==> config.mk <==
export PLATFORM = sky130hd
export DESIGN_NAME = bb_uart_tx_arb
export DESIGN_NICKNAME = d
export VERILOG_FILES = /design/src/rtl/bb_uart_pkg.sv /design/src/rtl/bb_rr_pick.sv /design/src/rtl/bb_uart_tx_arb.sv
export SDC_FILE = /design/constraint.sdc
export NUM_CORES = 1
export LEC_CHECK = 0
export BUFFER_PORTS_ARGS = -buffer_cell sky130_fd_sc_hd__buf_2
export CAP_MARGIN = 20
export CORE_UTILIZATION = 56
export DETAILED_ROUTE_END_ITERATION = 10
export PLACE_DENSITY = 0.85
export RECOVER_POWER = 100
export SETUP_SLACK_MARGIN = 0.05
export SYNTH_ARGS = -nofsm -noshare
export SYNTH_HDL_FRONTEND = slang
export SYNTH_SLANG_ARGS = --single-unit
export TNS_END_PERCENT = 30
==> constraint.sdc <==
create_clock -name clk -period 9 [get_ports clk]
set_input_delay 0 -clock clk [delete_from_list [all_inputs] [get_ports clk]]
set_output_delay 0 -clock clk [all_outputs]
set_load 0.005 [all_outputs]
==> src/rtl/bb_uart_pkg.sv <==
// Shared definitions for the UART transmit arbiter: FSM encodings and frame timing.
package bb_uart_pkg;

  localparam int unsigned BYTE_W    = 8;
  localparam int unsigned FRAME_CYC = 10;  // txbsy high time of one frame: start, 8 data, stop
  localparam int unsigned TO_W      = 4;   // timeout counter width, covers TO up to 15

  typedef enum logic [1:0] {
    IDLE      = 2'd0,
    START     = 2'd1,
    WAIT_BSY  = 2'd2,
    WAIT_DONE = 2'd3
  } arb_state_e;

endpackage

==> src/rtl/bb_rr_pick.sv <==
// Combinational round-robin picker: first set request at or above ptr, wrapping.
module bb_rr_pick #(
  parameter int unsigned NREQ = 4,
  parameter int unsigned PW   = 2
) (
  input  logic [NREQ-1:0] req,
  input  logic [PW-1:0]   ptr,
  output logic [NREQ-1:0] win,
  output logic [PW-1:0]   idx
);

  logic [PW-1:0] pos;

  // Scan from the farthest offset down to ptr itself so the nearest request is written last.
  always_comb begin
    win = '0;
    idx = '0;
    pos = '0;
    for (int unsigned k = 0; k < NREQ; k++) begin
      pos = PW'((32'(ptr) + NREQ - 1 - k) % NREQ);
      if (req[pos]) begin
        win      = '0;
        win[pos] = 1'b1;
        idx      = pos;
      end
    end
  end

endmodule

==> src/rtl/bb_uart_tx_arb.sv <==
// Round-robin arbiter sharing one UART transmitter among NREQ byte sources.
module bb_uart_tx_arb
  import bb_uart_pkg::*;
#(
  parameter int unsigned NREQ = 4,
  parameter int unsigned TO   = 3,
  parameter int unsigned CW   = 16
) (
  input  logic                   clk,
  input  logic                   rst_n,
  input  logic                   en,
  input  logic [NREQ-1:0]        req,
  input  logic [NREQ*BYTE_W-1:0] data,
  output logic [NREQ-1:0]        ack,
  output logic [NREQ-1:0]        gnt,
  output logic                   txen,
  output logic [BYTE_W-1:0]      txreg,
  input  logic                   txbsy,
  output logic                   busy,
  output logic                   err,
  output logic [CW-1:0]          frames
);

  localparam int unsigned PW = (NREQ > 1) ? $clog2(NREQ) : 1;

  arb_state_e      state;
  logic [PW-1:0]   ptr;
  logic [TO_W-1:0] to_cnt;
  logic [NREQ-1:0] win;
  logic [PW-1:0]   win_idx;

  bb_rr_pick #(
    .NREQ (NREQ),
    .PW   (PW)
  ) u_pick (
    .req (req),
    .ptr (ptr),
    .win (win),
    .idx (win_idx)
  );

  // Frame sequencer: grant, pulse txen, wait for txbsy rise, then for its fall.
  always_ff @(posedge clk or negedge rst_n) begin
    if (!rst_n) begin
      state  <= IDLE;
      ptr    <= '0;
      to_cnt <= '0;
      ack    <= '0;
      gnt    <= '0;
      txen   <= 1'b0;
      txreg  <= '0;
      busy   <= 1'b0;
      err    <= 1'b0;
      frames <= '0;
    end else begin
      ack  <= '0;
      txen <= 1'b0;
      case (state)
        IDLE: begin
          if (en && (|req) && !txbsy) begin
            gnt   <= win;
            txreg <= data[32'(win_idx)*BYTE_W +: BYTE_W];
            txen  <= 1'b1;
            ptr   <= (32'(win_idx) == NREQ - 1) ? '0 : win_idx + 1'b1;
            busy  <= 1'b1;
            state <= START;
          end
        end
        START: begin
          to_cnt <= '0;
          state  <= WAIT_BSY;
        end
        WAIT_BSY: begin
          if (txbsy) begin
            state <= WAIT_DONE;
          end else if (to_cnt == TO_W'(TO - 1)) begin
            // TX never started: drop the grant without ack; the requester retries later.
            err   <= 1'b1;
            gnt   <= '0;
            busy  <= 1'b0;
            state <= IDLE;
          end else begin
            to_cnt <= to_cnt + 1'b1;
          end
        end
        WAIT_DONE: begin
          if (!txbsy) begin
            ack    <= gnt;
            gnt    <= '0;
            frames <= frames + 1'b1;
            busy   <= 1'b0;
            state  <= IDLE;
          end
        end
        default: begin
          gnt   <= '0;
          busy  <= 1'b0;
          state <= IDLE;
        end
      endcase
    end
  end

endmodule
==> flow_summary.yaml, run 1 <==
clocking:
  cts_tree: "yes"
  cts_buffers: 5
  cts.path.max_buffers: 2
  path_clk_slew_ps: 80
  cts_sinks: 43
  clk_root_buffer_cell: "clkbuf_8"
  insertion_delay_ps: 300
  cts.htree.levels: 2
synth:
  synth-warning-count: 0
  synth_cell_type_count: 54
  synthFlopType: "dfrtp_1"
  ys_seq_elements: 43
  ys_async_sr_fraction_pct: 100
  synth_edf_count: 0
  postSynthCellCount: 241
  syn_nets: 291
  syn-cell-area_mm2: 0.00260
  syn_area_per_cell_um2: 10.8
  ys_seq_area_share_pct: 41.4
flow_run:
  maxCapViolCount: 1
global_route:
  grt_overflow: 0
  grt_first_pass_wirelength_um: 9540
  grt_pass1_vias: 2097
  grt_max_degree: 44
  grt_usage_pct: 24.4
  antenna_found_initial: 0
outcome:
  run_status: "complete, but fails checks"
  violations: "capacitance limit, slew limit"
critical_path:
  slowest_stage: "a22oi_1"
  cp.arrival_ps: 4860
  cp_cell_sequence: "inv_1, ha_1, mux4_2, o21bai_1, a22oi_1, mux4_2, mux2_2"
  start_kind: "flop"
  required_ps: 9200
  critPathKind: "flop to flop"
  path_max_fanout: 18
  worstSetupEndpointType: "flop"
  r2r_cells: 7
  slowest_delay_ps: 1320
  crit_top_cell: "mux4_2"
timing:
  rsz0062_at_grt: "false"
  worstMarginPinSlew_ps: 2230
  fin_crit_ps: 4660
  slew_violations: 59
  setup_tns_ps: 0
  relSlewSlack_pct: -48.6
  finalClockSkew_ps: 6.56
  fmax_mhz: 215
  hold_viol: 0
  post-route-period-util_pct: 51.8
  finalSetupViolCount: 0
drt:
  wl_met1_um: 2430
  drt-initial-drc-count: 79
  wire_per_inst_um: 14.9
  drt-vias-per-instance: 5.83
  drt_pass1_iterations: 4
  drcViolationCount: 0
  met2_length_um: 2640
  ant_nets: 0
  wl_met3_um: 314
  dr.max_layer_used: "met4"
  routed_wl_um: 5500
  dr_total_vias: 2151
cells_and_area:
  num_antenna_cells: 0
  fin_cells: 369
  syn_to_final_growth_pct: 18.7
  final_layout_size_suffix_gt1_share_pct: 30.0
  utilization_pct: 69.8
  final_common_cell: "buf_2"
  nets: 366
  final_cell_mix: "buf_2 (63), dfrtp_1 (43), nand2_1 (28)"
die:
  die-area_mm2: 0.00491
  core_area_mm2: 0.00441
  io_pins: 75
  die_x_um: 70.1
  die_h_um: 70.1
  row_count: 24
  initial_core_util_pct: 58.8
pwr:
  powerDensity_mw_per_mm2: 303
  ir_drop_mv: 0.254
  power_mw: 0.934
  p_leak_nw: 1.53
place:
  place.gp.congestion: 0.880
  portBuffers: 74
  hpwl_um: 4100
  dp.cells: 358
hold_path:
  worstHoldPathType: "input port to flop"
  hold_depth: 3
-- per-stage QoR --
stage	area, µm²	setup slack (ps)	hold WS [ps]
floorplan	2600	5900	-296
global placement	2980	5240	177
detailed placement	2980	5140	198
CTS	3120	5130	2.89
global route	3080	4000	28.8
finish	3080	4340	11.5
-- flip-flops by register name, summed over array words and instances, names as in the netlist --
signal and cells:
gnt 4, frames 16, ptr 2, state 2, txen 1, to_cnt 4
ack 4, txreg 8, busy 1, err 1
-- worst max-delay path: cells and delay by family, from the launching register on --
family	cells	cell delay (ps)
flops	1	840
buf+inv	1	280
mux	3	1380
fa+ha+maj	1	480
compound gates	2	1560
-- where the power goes --
part	switching, mW	internal (mW)	leakage, nW
Combinational	0.238	0.224	0.907
Sequential	0.0699	0.249	0.560
Clock	0.0690	0.0826	0.0581
Total	0.377	0.556	1.53
-- cell families (layout without fill, tap and decap cells) --
group | Yosys count | count (layout) | share of synthesized area [%]
multiplexers | 32 | 32 | 14.4
XOR/XNOR | 16 | 16 | 5.40
AND/OR/NAND/NOR | 76 | 76 | 15.0
AO/OA/AOI/OAI | 47 | 47 | 15.7
flip-flops | 43 | 43 | 41.4
adder cells (fa/ha/maj) | 10 | 10 | 4.82
buffers and inverters | 17 | 93 | 3.23
-- final timing paths --
kind | end | from | slack [ps]
worst max-delay path | txreg[6] | ptr[0] | 4340
worst min-delay path | txreg[7] | data[23] | 10
worst max register to register | txreg[6] | ptr[0] | 4340
worst min register to register | frames[15] | frames[15] | 470
max in group asynchronous | gnt[1] | rst_n | 6840
min in group asynchronous | frames[6] | rst_n | 900
-- routing by layer --
| layer | GRT usage [%] | up-vias |
|---|---|---|
| met2 | 40.9 | 90 |
| met3 | 5.63 | 13 |
| li1 | - | 1032 |
| met1 | 31.1 | 1016 |
| met4 | 8.22 | 0 |
| met5 | 0 | - |
-- cell type report --
| cell class | instances | area (µm²) |
|---|---|---|
| clock buffer | 5 | 68.8 |
| clock inverter | 3 | 43.8 |
| fill | 318 | 1330 |
| inverter | 7 | 26.3 |
| multi-input combinational | 181 | 1410 |
| sequential | 43 | 1080 |
| tap | 52 | 65.1 |
| timing repair buffer | 78 | 390 |
-- what timing repair did --
item	4_1_cts	5_1_grt
setup buffers	0	0
setup endpoints to repair	0	0
resized for setup	0	0
hold buffers	3	0
endpoints found under the hold margin	45	0
-- Yosys cell counts (all sizes together) (2+ instances only) --
master,number,area (µm²)
buf,6,41.3
a221oi,4,35.0
o221ai,5,43.8
dfrtp,43,1080
o21ai,7,46.3
clkbuf,4,16.3
o31ai,2,15.0
o211ai,4,30.0
o21bai,2,26.3
nand2,28,105
nor3b,5,37.5
a211oi,8,65.1
and3b,2,17.5
and2,4,25.0
xnor2,11,96.3
nor2,11,41.3
mux2i,20,213
nand3,7,35.0
inv,7,26.3
o211a,2,20.0
o22ai,2,12.5
xor2,5,43.8
mux2,10,116
nor2b,3,18.8
ha,10,125
a31o,5,43.8
mux4,2,45.0
nand4,3,18.8
or2,2,12.5
nor3,4,20.0
No activity file was read; power rests on OpenSTA's default activity.
==> run 2: changes to the inputs <==
Settings changed: ABC_AREA from default to 1, CORE_UTILIZATION 56 to 52, PLACE_DENSITY 0.85 to 0.8.
Clock period 9 ns to 4.44 ns, I/O delays scaled along.
==> run 2 against run 1 <==
Compared with the run above:
- the flow still finishes with violations (capacitance limit, slew limit)
- area after synthesis grew 0.53%
- sequential share of layout area shrank 0.61 points
- register-to-register slack lost 3100 ps
- critical path type unchanged
- count of clock-buffer cells in the layout is the same
- clock skew shrank 2.3 ps
- final area grew 1.8%
- maximum frequency grew 46%
- global-route usage shrank 1.3 points
- first-iteration DRC count grew 47%
- wire length grew 2.5%
- die area grew 8.0%
- combinational power grew 110%
- critical endpoint is now txreg[0]
==> flow_summary.yaml, run 2 <==
outcome:
  run_status: "complete, but fails checks"
  violations: "capacitance limit, slew limit"
synth:
  ys_seq_elements: 43
  ys_seq_area_share_pct: 41.2
  ys_top_cells_by_count: "nand2_1 (68), inv_1 (50), dfrtp_1 (43), nand3_1 (43), nor2_1 (18)"
  synth_edf_count: 0
  syn_nets: 377
  ys_async_sr_fraction_pct: 100
  synth_cell_type_count: 33
  syn_area_per_cell_um2: 7.98
  syn-cell-area_mm2: 0.00261
  synthTopCellsByArea: "dfrtp_1 (41%), nand2_1 (9.8%), nand3_1 (8.2%)"
  synthFlopType: "dfrtp_1"
  synth_top_cell_area_share_pct: 41.2
  yosysMostFrequentCell: "nand2_1"
  yosysTopAreaCell: "dfrtp_1"
  synth-warning-count: 0
  postSynthCellCount: 327
die:
  die_h_um: 72.8
  core_area_mm2: 0.00479
  die_x_um: 72.8
  die-area_mm2: 0.00531
  row_count: 25
  io_pins: 75
  initial_core_util_pct: 54.5
global_route:
  antenna_found_initial: 0
  grt_overflow: 0
  grt_pass1_vias: 2164
  grt_use_met3_pct: 5.39
  gr-max-usage-layer: "met2"
  grt_usage_pct: 23.1
  grt_first_pass_wirelength_um: 9400
  use_met2_pct: 37.4
  grt_max_degree: 44
  global_route.usage.met1_pct: 30.6
cells_and_area:
  reg_top3: "frames: 16 flops, txreg: 8 flops"
  final_cell_mix: "nand2_1 (71), buf_2 (55), inv_1 (50)"
  final.fill_count: 427
  finalInstanceArea_mm2: 0.00314
  final_common_cell: "nand2_1"
  nets: 460
  num_antenna_cells: 0
  syn_to_final_growth_pct: 20.2
  largest_register_ffs: 16
  regMostFlops: "frames"
  final_layout_size_suffix_gt1_share_pct: 20.7
timing:
  worst_slack_ps: 1250
  relSlewSlack_pct: -50.8
  finalClockSkew_ps: 4.26
  hold_viol: 0
  fin_crit_ps: 3190
  fmax_mhz: 314
  finalSetupViolCount: 0
  worstMarginPinSlew_ps: 2260
  rsz0062_at_grt: "false"
  slew_violations: 44
  setup_tns_ps: 0
  post-route-period-util_pct: 71.8
critical_path:
  cp.arrival_ps: 3360
  start_kind: "flop"
  r2r_cells: 13
  startpoint: "ptr[0]"
  r2r_start: "ptr[0]"
  r2r-end: "txreg[0]"
  reg2reg_slack_ps: 1250
  slowest_delay_ps: 600
  required_ps: 4610
  cp_cell_sequence: "clkinvlp_2, ha_1, nor2_1, inv_1, nand2_2, nand2_1, clkinvlp_2, o21ai_0, nand2_4, nand2_4, or2_2, nand3_1, nand3_1"
  endpoint: "txreg[0]"
  worstSetupEndpointType: "flop"
  critPathKind: "flop to flop"
  slowest_stage: "dfrtp_1"
  path_max_fanout: 31
clocking:
  clk_root_buffer_cell: "clkbuf_8"
  cts_sinks: 43
  cts_buffers: 5
  cts.path.max_buffers: 2
  cts_tree: "yes"
  post_cts_resize_count: 0
  insertion_delay_ps: 290
  cts.htree.levels: 2
  path_clk_slew_ps: 80
drt:
  ant_nets: 0
  dr_total_vias: 2368
  routed_wl_um: 5630
  drt-initial-drc-count: 116
  drcViolationCount: 0
  wire_per_inst_um: 11.8
  drt-vias-per-instance: 4.95
  drt_pass1_iterations: 4
place:
  place.gp.congestion: 0.949
  hpwl_um: 4260
  place_area_mm2: 0.00302
  portBuffers: 74
  dpl_worst_slack_ps: 1950
pwr:
  powerDensity_mw_per_mm2: 592
  ir_drop_mv: 0.481
  p_leak_nw: 1.70
hold_path:
  min-delay-start: "txbsy"
  worstHoldPathType: "input port to flop"
flow_run:
  maxCapViolCount: 1
==> run 2: cell types whose count changed after synthesis, moves of 9 or more <==
cell     delta
inv_1      +44
nand2_1    +40
nand3_1    +36
mux2i_1    -19
nand2_2    +11
mux2_2      -9
==> run 2: final cells by class <==
| cell class | count | area (µm²) | area share [%] |
|---|---|---|---|
| clock inverters | 3 | 43.8 | 1.40 |
| inverters | 54 | 208 | 6.62 |
| multi-input cells | 225 | 1240 | 39.5 |
| well taps | 67 | 83.8 | 2.67 |
| clock buffers | 5 | 68.8 | 2.19 |
| flip-flops and latches | 43 | 1080 | 34.3 |
| repair buffers | 81 | 417 | 13.3 |
==> run 2: worst max-delay path, delay by kind of cell, from the launching register on <==
family	cells	cell delay (ps)
AO/OA/AOI/OAI	1	180
adder cells (fa/ha/maj)	1	400
buffers and inverters	3	730
flip-flops	1	600
AND/OR/NAND/NOR	8	1160
==> run 2: metal layers <==
layer	routed length (µm)	vias to the layer above
li1	-	1203
met1	2620	1080
met2	2710	81
met3	269	4
met4	40	0
met5	0	-
==> run 2: per-stage QoR <==
step	hold slack, ps	utilization (%)	std cells	total power [mW]
after floorplan	-296	-	327	1.38
after global placement	192	63.2	463	1.56
after detailed placement	210	63.2	463	1.58
after CTS	13.8	67.0	478	1.90
after global routing	23.0	65.5	478	2.03
final	22.1	65.5	478	1.86
==> run 2: power by group <==
part / total (mW) / switching, mW / internal (mW)
clock: 0.304 / 0.137 / 0.167
combinational: 0.958 / 0.620 / 0.337
sequential: 0.596 / 0.0972 / 0.499
total: 1.86 / 0.854 / 1.00
==> run 2: repair_timing <==
item | 4_1_cts | 5_1_grt
hold endpoints to repair | 49 | 0
hold buffers | 7 | 0
buffers inserted | 0 | 0
==> run 2: worst min-delay path by stage <==
stage           endpoint  slack (ps)  depth (start not counted)
6_report        state[1]          20                          3
5_1_grt         txreg[6]          20                          4
4_1_cts         txreg[6]          10                          4
3_5_place_dp         err         210                          1
3_3_place_gp   to_cnt[1]         190                          1
2_1_floorplan     ack[0]        -300                          0
==> run 2: kinds of logic (layout without fill, tap and decap cells) <==
group,after synthesis,in the layout,synth area share (%)
XOR/XNOR,13,13,4.36
adder cells (fa/ha/maj),10,10,4.79
AO/OA/AOI/OAI,32,32,7.43
AND/OR/NAND/NOR,170,170,32.5
flip-flops,43,43,41.2
buffers and inverters,59,143,9.68
